**config.mk**
```make
export PLATFORM = sky130hd
export DESIGN_NAME = mmio_parallel_port
export DESIGN_NICKNAME = d
export VERILOG_FILES = /design/src/rtl/mmio_pkg.sv /design/src/rtl/mmio_input_conditioner.sv /design/src/rtl/mmio_parallel_port.sv
export SDC_FILE = /design/constraint.sdc
export NUM_CORES = 1
export LEC_CHECK = 0
export CELL_PAD_IN_SITES_DETAIL_PLACEMENT = 0
export CELL_PAD_IN_SITES_GLOBAL_PLACEMENT = 1
export CORE_MARGIN = 2
export CORE_UTILIZATION = 38
export DETAILED_ROUTE_END_ITERATION = 8
export PLACE_DENSITY = 0.8
export SLEW_MARGIN = 40
export SYNTH_ARGS = -nofsm -noshare
export SYNTH_HDL_FRONTEND = slang
export SYNTH_HIERARCHICAL = 1
export SYNTH_SLANG_ARGS = --single-unit
```
**constraint.sdc**
```tcl
create_clock -name clk -period 2.2 [get_ports clk]
set_clock_uncertainty 0.15 [all_clocks]
set_input_delay 0.22 -clock clk [delete_from_list [all_inputs] [get_ports clk]]
set_output_delay 0.22 -clock clk [all_outputs]
set_load 0.03 [all_outputs]
```
**src/rtl/mmio_pkg.sv**
```systemverilog
// rtl/mmio_pkg.sv - shared constants and helpers for the memory-mapped parallel port
//
// Purpose: default window bases, window span, index-width helper and the
//          debounce-build flag used by the port and its input conditioners.
// Ports:   none (package).
// Config:  MMIO_DEBOUNCE_EN selects the debounced input path.
package mmio_pkg;

  // Every I/O window spans eight addresses, the maximum channel count.
  localparam int WIN_SPAN = 8;

  localparam logic [7:0] DEF_OUT_BASE  = 8'hF0;
  localparam logic [7:0] DEF_IN_BASE   = 8'hE0;
  localparam logic [7:0] DEF_EDGE_BASE = 8'hE8;

  // Width needed to index n items; never less than one bit.
  function automatic int ch_idx_w(input int n);
    return (n > 1) ? $clog2(n) : 1;
  endfunction

  localparam int WIN_IDX_W = ch_idx_w(WIN_SPAN);

endpackage

```
**src/rtl/mmio_input_conditioner.sv**
```systemverilog
// rtl/mmio_input_conditioner.sv - one input channel: sync, optional debounce, edge flags
//
// Purpose: 2-flop synchroniser, optional debounce filter, per-bit rising-edge
//          sticky flags with write-1-to-clear.
// Ports:   clk, rst   clock, async active-high reset
//          pin        asynchronous input pins of this channel
//          clr        W1C mask (already qualified by the store decode)
//          filt       conditioned input value
//          flag       sticky rising-edge flags
// Config:  MMIO_DEBOUNCE_EN adds the per-channel stability counter.
module mmio_input_conditioner
  import mmio_pkg::*;
#(
  parameter int DATA_W    = 8,
  parameter int DB_CYCLES = 16
) (
  input  logic              clk,
  input  logic              rst,
  input  logic [DATA_W-1:0] pin,
  input  logic [DATA_W-1:0] clr,
  output logic [DATA_W-1:0] filt,
  output logic [DATA_W-1:0] flag
);

  logic [DATA_W-1:0] s1;
  logic [DATA_W-1:0] s2;
  logic [DATA_W-1:0] filt_prev;

  always_ff @(posedge clk or posedge rst) begin
    if (rst) begin
      s1 <= '0;
      s2 <= '0;
    end else begin
      s1 <= pin;
      s2 <= s1;
    end
  end

`ifdef MMIO_DEBOUNCE_EN
  localparam int CNT_W = ch_idx_w(DB_CYCLES);

  logic [CNT_W-1:0]  cnt;
  logic [DATA_W-1:0] cand;

  // cand trails s2 by one cycle; cnt counts consecutive cycles of agreement.
  // filt is loaded on the step that brings cnt to DB_CYCLES-1, then the
  // counter saturates until s2 moves again.
  always_ff @(posedge clk or posedge rst) begin
    if (rst) begin
      cand <= '0;
      cnt  <= '0;
      filt <= '0;
    end else begin
      cand <= s2;
      if (s2 != cand) begin
        cnt <= '0;
      end else if (cnt != CNT_W'(DB_CYCLES - 1)) begin
        cnt <= cnt + 1'b1;
        if (cnt == CNT_W'(DB_CYCLES - 2)) begin
          filt <= cand;
        end
      end
    end
  end
`else
  // DB_CYCLES only matters when the debounce filter is built in.
  logic [31:0] db_cycles_unused;
  assign db_cycles_unused = 32'(DB_CYCLES);

  always_ff @(posedge clk or posedge rst) begin
    if (rst) begin
      filt <= '0;
    end else begin
      filt <= s2;
    end
  end
`endif

  // A new rising edge takes precedence over a simultaneous clear.
  always_ff @(posedge clk or posedge rst) begin
    if (rst) begin
      filt_prev <= '0;
      flag      <= '0;
    end else begin
      filt_prev <= filt;
      flag      <= (flag & ~clr) | (filt & ~filt_prev);
    end
  end

endmodule

```
**src/rtl/mmio_parallel_port.sv**
```systemverilog
// rtl/mmio_parallel_port.sv - memory-mapped parallel I/O between CPU datapath and data RAM
//
// Purpose: NUM_OUT output registers, NUM_IN conditioned inputs with edge flags
//          and an IRQ line; all other addresses pass through to data RAM.
// Ports:   clk, rst   clock, async active-high reset
//          addr       byte address            we        store strobe
//          wr_data    store data              mem_rdata data RAM read data
//          rd_data    load data               mem_wren  data RAM write enable
//          pin_in     input pins, channel i at [i*DATA_W +: DATA_W]
//          pin_out    output registers, same packing
//          edge_irq   OR of all edge flags
// Config:  MMIO_DEBOUNCE_EN enables input debouncing (DB_CYCLES window).
module mmio_parallel_port
  import mmio_pkg::*;
#(
  parameter int                DATA_W    = 8,
  parameter int                ADDR_W    = 8,
  parameter int                NUM_OUT   = 2,
  parameter int                NUM_IN    = 2,
  parameter logic [ADDR_W-1:0] OUT_BASE  = ADDR_W'(DEF_OUT_BASE),
  parameter logic [ADDR_W-1:0] IN_BASE   = ADDR_W'(DEF_IN_BASE),
  parameter logic [ADDR_W-1:0] EDGE_BASE = ADDR_W'(DEF_EDGE_BASE),
  parameter int                DB_CYCLES = 16
) (
  input  logic                      clk,
  input  logic                      rst,
  input  logic [ADDR_W-1:0]         addr,
  input  logic                      we,
  input  logic [DATA_W-1:0]         wr_data,
  input  logic [DATA_W-1:0]         mem_rdata,
  output logic [DATA_W-1:0]         rd_data,
  output logic                      mem_wren,
  input  logic [NUM_IN*DATA_W-1:0]  pin_in,
  output logic [NUM_OUT*DATA_W-1:0] pin_out,
  output logic                      edge_irq
);

  // Window decode: offset from each base, in-window when offset < WIN_SPAN.
  logic [ADDR_W-1:0]    off_out, off_in, off_edge;
  logic                 in_out_win, in_in_win, in_edge_win;
  logic                 hit_out, hit_in, hit_edge, io_hit;
  logic [WIN_IDX_W-1:0] idx_out, idx_in, idx_edge;

  assign off_out  = addr - OUT_BASE;
  assign off_in   = addr - IN_BASE;
  assign off_edge = addr - EDGE_BASE;

  assign in_out_win  = off_out  < ADDR_W'(WIN_SPAN);
  assign in_in_win   = off_in   < ADDR_W'(WIN_SPAN);
  assign in_edge_win = off_edge < ADDR_W'(WIN_SPAN);

  assign idx_out  = off_out[WIN_IDX_W-1:0];
  assign idx_in   = off_in[WIN_IDX_W-1:0];
  assign idx_edge = off_edge[WIN_IDX_W-1:0];

  // Priority out > in > edge only matters for a misconfigured overlap.
  assign hit_out  = in_out_win;
  assign hit_in   = ~in_out_win & in_in_win;
  assign hit_edge = ~in_out_win & ~in_in_win & in_edge_win;
  assign io_hit   = hit_out | hit_in | hit_edge;

  assign mem_wren = we & ~io_hit;

  // Output registers.
  logic [DATA_W-1:0] out_q [NUM_OUT];

  always_ff @(posedge clk or posedge rst) begin
    if (rst) begin
      for (int i = 0; i < NUM_OUT; i++) begin
        out_q[i] <= '0;
      end
    end else if (we && hit_out) begin
      for (int i = 0; i < NUM_OUT; i++) begin
        if (idx_out == WIN_IDX_W'(i)) begin
          out_q[i] <= wr_data;
        end
      end
    end
  end

  for (genvar i = 0; i < NUM_OUT; i++) begin : g_out
    assign pin_out[i*DATA_W +: DATA_W] = out_q[i];
  end

  // Input channels.
  logic [DATA_W-1:0] filt [NUM_IN];
  logic [DATA_W-1:0] flag [NUM_IN];

  for (genvar c = 0; c < NUM_IN; c++) begin : g_in
    logic [DATA_W-1:0] clr;

    assign clr = (we && hit_edge && idx_edge == WIN_IDX_W'(c)) ? wr_data : '0;

    mmio_input_conditioner #(
      .DATA_W    (DATA_W),
      .DB_CYCLES (DB_CYCLES)
    ) u_cond (
      .clk  (clk),
      .rst  (rst),
      .pin  (pin_in[c*DATA_W +: DATA_W]),
      .clr  (clr),
      .filt (filt[c]),
      .flag (flag[c])
    );
  end

  always_comb begin
    edge_irq = 1'b0;
    for (int c = 0; c < NUM_IN; c++) begin
      edge_irq = edge_irq | (|flag[c]);
    end
  end

  // Load mux; unpopulated slots inside a window read zero.
  always_comb begin
    rd_data = mem_rdata;
    if (hit_out) begin
      rd_data = '0;
      for (int i = 0; i < NUM_OUT; i++) begin
        if (idx_out == WIN_IDX_W'(i)) rd_data = out_q[i];
      end
    end else if (hit_in) begin
      rd_data = '0;
      for (int c = 0; c < NUM_IN; c++) begin
        if (idx_in == WIN_IDX_W'(c)) rd_data = filt[c];
      end
    end else if (hit_edge) begin
      rd_data = '0;
      for (int c = 0; c < NUM_IN; c++) begin
        if (idx_edge == WIN_IDX_W'(c)) rd_data = flag[c];
      end
    end
  end

endmodule
```
==> run_results.csv <==
group,metric,value,unit
run_status,status,"finished with violations",
run_status,violations,"setup timing",
sta,worst_pin_slew,0.5437,ns
setup_path,path_class,"input pin to output port",
sta,timing.hold.ws,0.09196,ns
setup_path,cp.arrival,2.18,ns
logic_synthesis,ys_types,35,
setup_path,crit_fanout,4,
setup_path,reg2reg_to,"pin_out[3]$_DFFE_PP0P_",
pwr,ir_drop,344.7,µV
setup_path,endpoint_kind,"output port",
cts,root_buffer,"clkbuf_8",
place,port_buffers,68,
run,cap_violations,0,
floorplan,dieArea,0.01060,mm²
routing,vias,2564,
logic_synthesis,ys_ff_latch,96,
logic_synthesis,synth_compound_area_frac,0.09381,
global_routing,globalRoute.totalOverflow,0,
floorplan,start_util,0.3860,
min_path,hp-class,"input pin to async pin",
setup_path,startpoint_type,"input pin",
logic_synthesis,yosys.area_share.simple,0.09247,
logic_synthesis,synth_nets,323,
global_routing,grt_pass1_vias,2778,
global_routing,grt_pass1_wl,14020,µm
routing,wl_per_cell,16.36,µm
floorplan,die_h,103.0,µm
place,dpl.hpwl,6261,µm
cts,cts_max_level,3,
pwr,power.density,665.5,mW/mm²
cts,clock_path_buffers,2,
sta,slew_violations,0,
sta,fin_ws,-0.3519,ns
logic_synthesis,syn_area,0.003721,mm²
routing,drt-vias-per-instance,4.775,
logic_synthesis,synthAdderAreaFrac,0.006725,
logic_synthesis,synthCells,278,
sta,final_hold_viol_count,0,
floorplan,core,0.009639,mm²
layout,nets,444,
global_routing,grt_max_degree,41,
layout,antenna_cells,0,
logic_synthesis,async_reset_ff_frac,1.000,
place,placed_cells,515,
routing,drcViolationCount,0,
place,place_ws,-1.163,ns
logic_synthesis,synthMuxAreaShare,0.1106,
layout,syn_to_final_growth,41.16,%
sta,setup_viol,9,
global_routing,grt_use_total,0.1802,
routing,routed_wl,8786,µm
sta,maxSlewHeadroom,0.6375,
sta,rsz0062_at_grt,"true",
cts,cts_num_sinks,96,
logic_synthesis,ys_seq_area_frac,0.6456,
setup_path,r2r_slack,1.25,ns
sta,period_minus_slack,2.552,ns
logic_synthesis,synth_top_family_by_area,"multiplexers",
cts,hold_buffers,0,
layout,drive_gt1_frac,0.3317,
floorplan,ios,69,
logic_synthesis,ys_warn_count,6,
logic_synthesis,ys.flop_type,"dfrtp_1",
cts,cts_made_buffers,9,
floorplan,die-width,103.0,µm
cts,cts_tree,"done",
pwr,power.leakage,2.491,nW
sta,tns,-2.474,ns
sta,fmax,0.3919,GHz
cts,insertion_delay,0.36,ns
sta,fin_crit_sh,1.160,
routing,drt_iter0_drc,119,
global_routing,antenna_found_initial,0,
routing,ant_nets,0,
setup_path,crit_required,1.83,ns
place,gp_congestion,0.8323,
floorplan,rows,36,
setup_path,crit-reg2reg-launch,"pin_out[3]$_DFFE_PP0P_",
layout,finalNonFillerCells,537,
logic_synthesis,synth-edff-count,0,
routing,first_pass_iters,4,
cts,cts.clk_slew.worst_paths,0.10,ns
layout,utilization,0.5449,
setup_path,worstRegToRegCells,1,
logic_synthesis,synth_xor_area_frac,0.004707,
logic_synthesis,syn_area_per_cell,13.39,µm²
[placed cells by master, fill, tap and decap left out, drive strengths merged, types with 2 or more instances in the layout]
master and instances:
o22ai 24, nor4 4, nand2 3, nand4 4, a31oi 2, clkbuf 10, a311o 2, ha 2
or3 2, nor2 11, nand3 3, clkdlybuf4s50 53, dfrtp 96, clkinvlp 3, a221o 5, nor3 5
mux2 17, nand2b 2, inv 42, and2 18, mux2i 22, buf 60
[synth_stat cells, types with 3 or more instances]
cell type	count	share of area
nor4_1	4	0.0067
nor2_1	7	0.0071
o22ai_2	16	0.054
nand3_1	3	0.0040
nand4_1	4	0.0067
and2_1	18	0.030
nor3_1	5	0.0067
o22ai_1	8	0.013
a221o_1	5	0.013
nand2_1	3	0.0030
mux2i_1	22	0.059
nor2_2	4	0.0067
mux2_2	16	0.048
dfrtp_1	96	0.65
inv_1	40	0.040
[flip-flops by register name, summed over array words and instances (netlist names)]
name / cells
g_in.u_cond/filt: 16
g_in.u_cond/filt_prev: 16
g_in.u_cond/flag: 16
g_in.u_cond/s1: 16
g_in.u_cond/s2: 16
pin_out: 16
[report_power, final]
| group | total (mW) | internal [mW] | switching [mW] | leakage (nW) |
|---|---|---|---|---|
| combinational | 0.455 | 0.233 | 0.222 | 1.29 |
| clock | 1.16 | 0.538 | 0.622 | 0.0953 |
| sequential | 1.88 | 1.84 | 0.0414 | 1.11 |
[critical path, cell delays in order]
cell and delay, ns:
buf_8 0.08, inv_4 0.03, ha_4 0.15, or4b_1 0.51, a311o_1 0.34, and2_4 0.19
buf_6 0.12, a221o_2 0.40, buf_6 0.15
[kinds of logic (layout without fill, tap and decap cells)]
group           Yosys count  in the layout
fa+ha+maj                 2              2
buf+inv                  45            171
flops                    96             96
xor+xnor                  2              2
compound gates           35             35
mux                      39             39
simple gates             59             59
[cell type report]
type,count,area (µm²)
Fill cell,860,4387
Timing Repair Buffer,115,1070
Clock inverter,7,80.08
Tap cell,133,166.4
Sequential cell,96,2402
Inverter,40,155.1
Clock buffer,9,123.9
Multi-Input combinational cell,137,1255
[worst max-delay path by stage]
stage	slack, ns	end	depth (start not counted)	from
floorplan	-0.09	rd_data[6]	5	addr[5]
global placement	-1.12	rd_data[6]	8	addr[4]
detailed placement	-1.16	rd_data[6]	8	addr[4]
CTS	-0.46	rd_data[3]	9	addr[3]
global route	-0.39	rd_data[0]	9	addr[4]
finish	-0.35	rd_data[0]	9	addr[4]
[metrics by stage]
stage	instance area [µm²]	total power [mW]
5_1_grt	5253	3.652
4_1_cts	5240	3.539
6_report	5253	3.496
2_1_floorplan	3780	2.110
3_3_place_gp	4903	2.338
3_5_place_dp	4903	2.348
[per-layer routing]
layer	part of all wire	GRT usage	vias up
li1	-	-	1198
met1	0.45	0.2418	1287
met2	0.48	0.2887	70
met3	0.056	0.04203	9
met4	0.015	0.06377	0
met5	0	0	-
[repair_timing]
item	CTS	global route
endpoints found under the hold margin	0	0
gates resized for setup	82	6
setup endpoints to repair	38	24
setup buffers	6	0
pin swaps	9	7
Note: power is estimated with default switching activity, not from simulation.
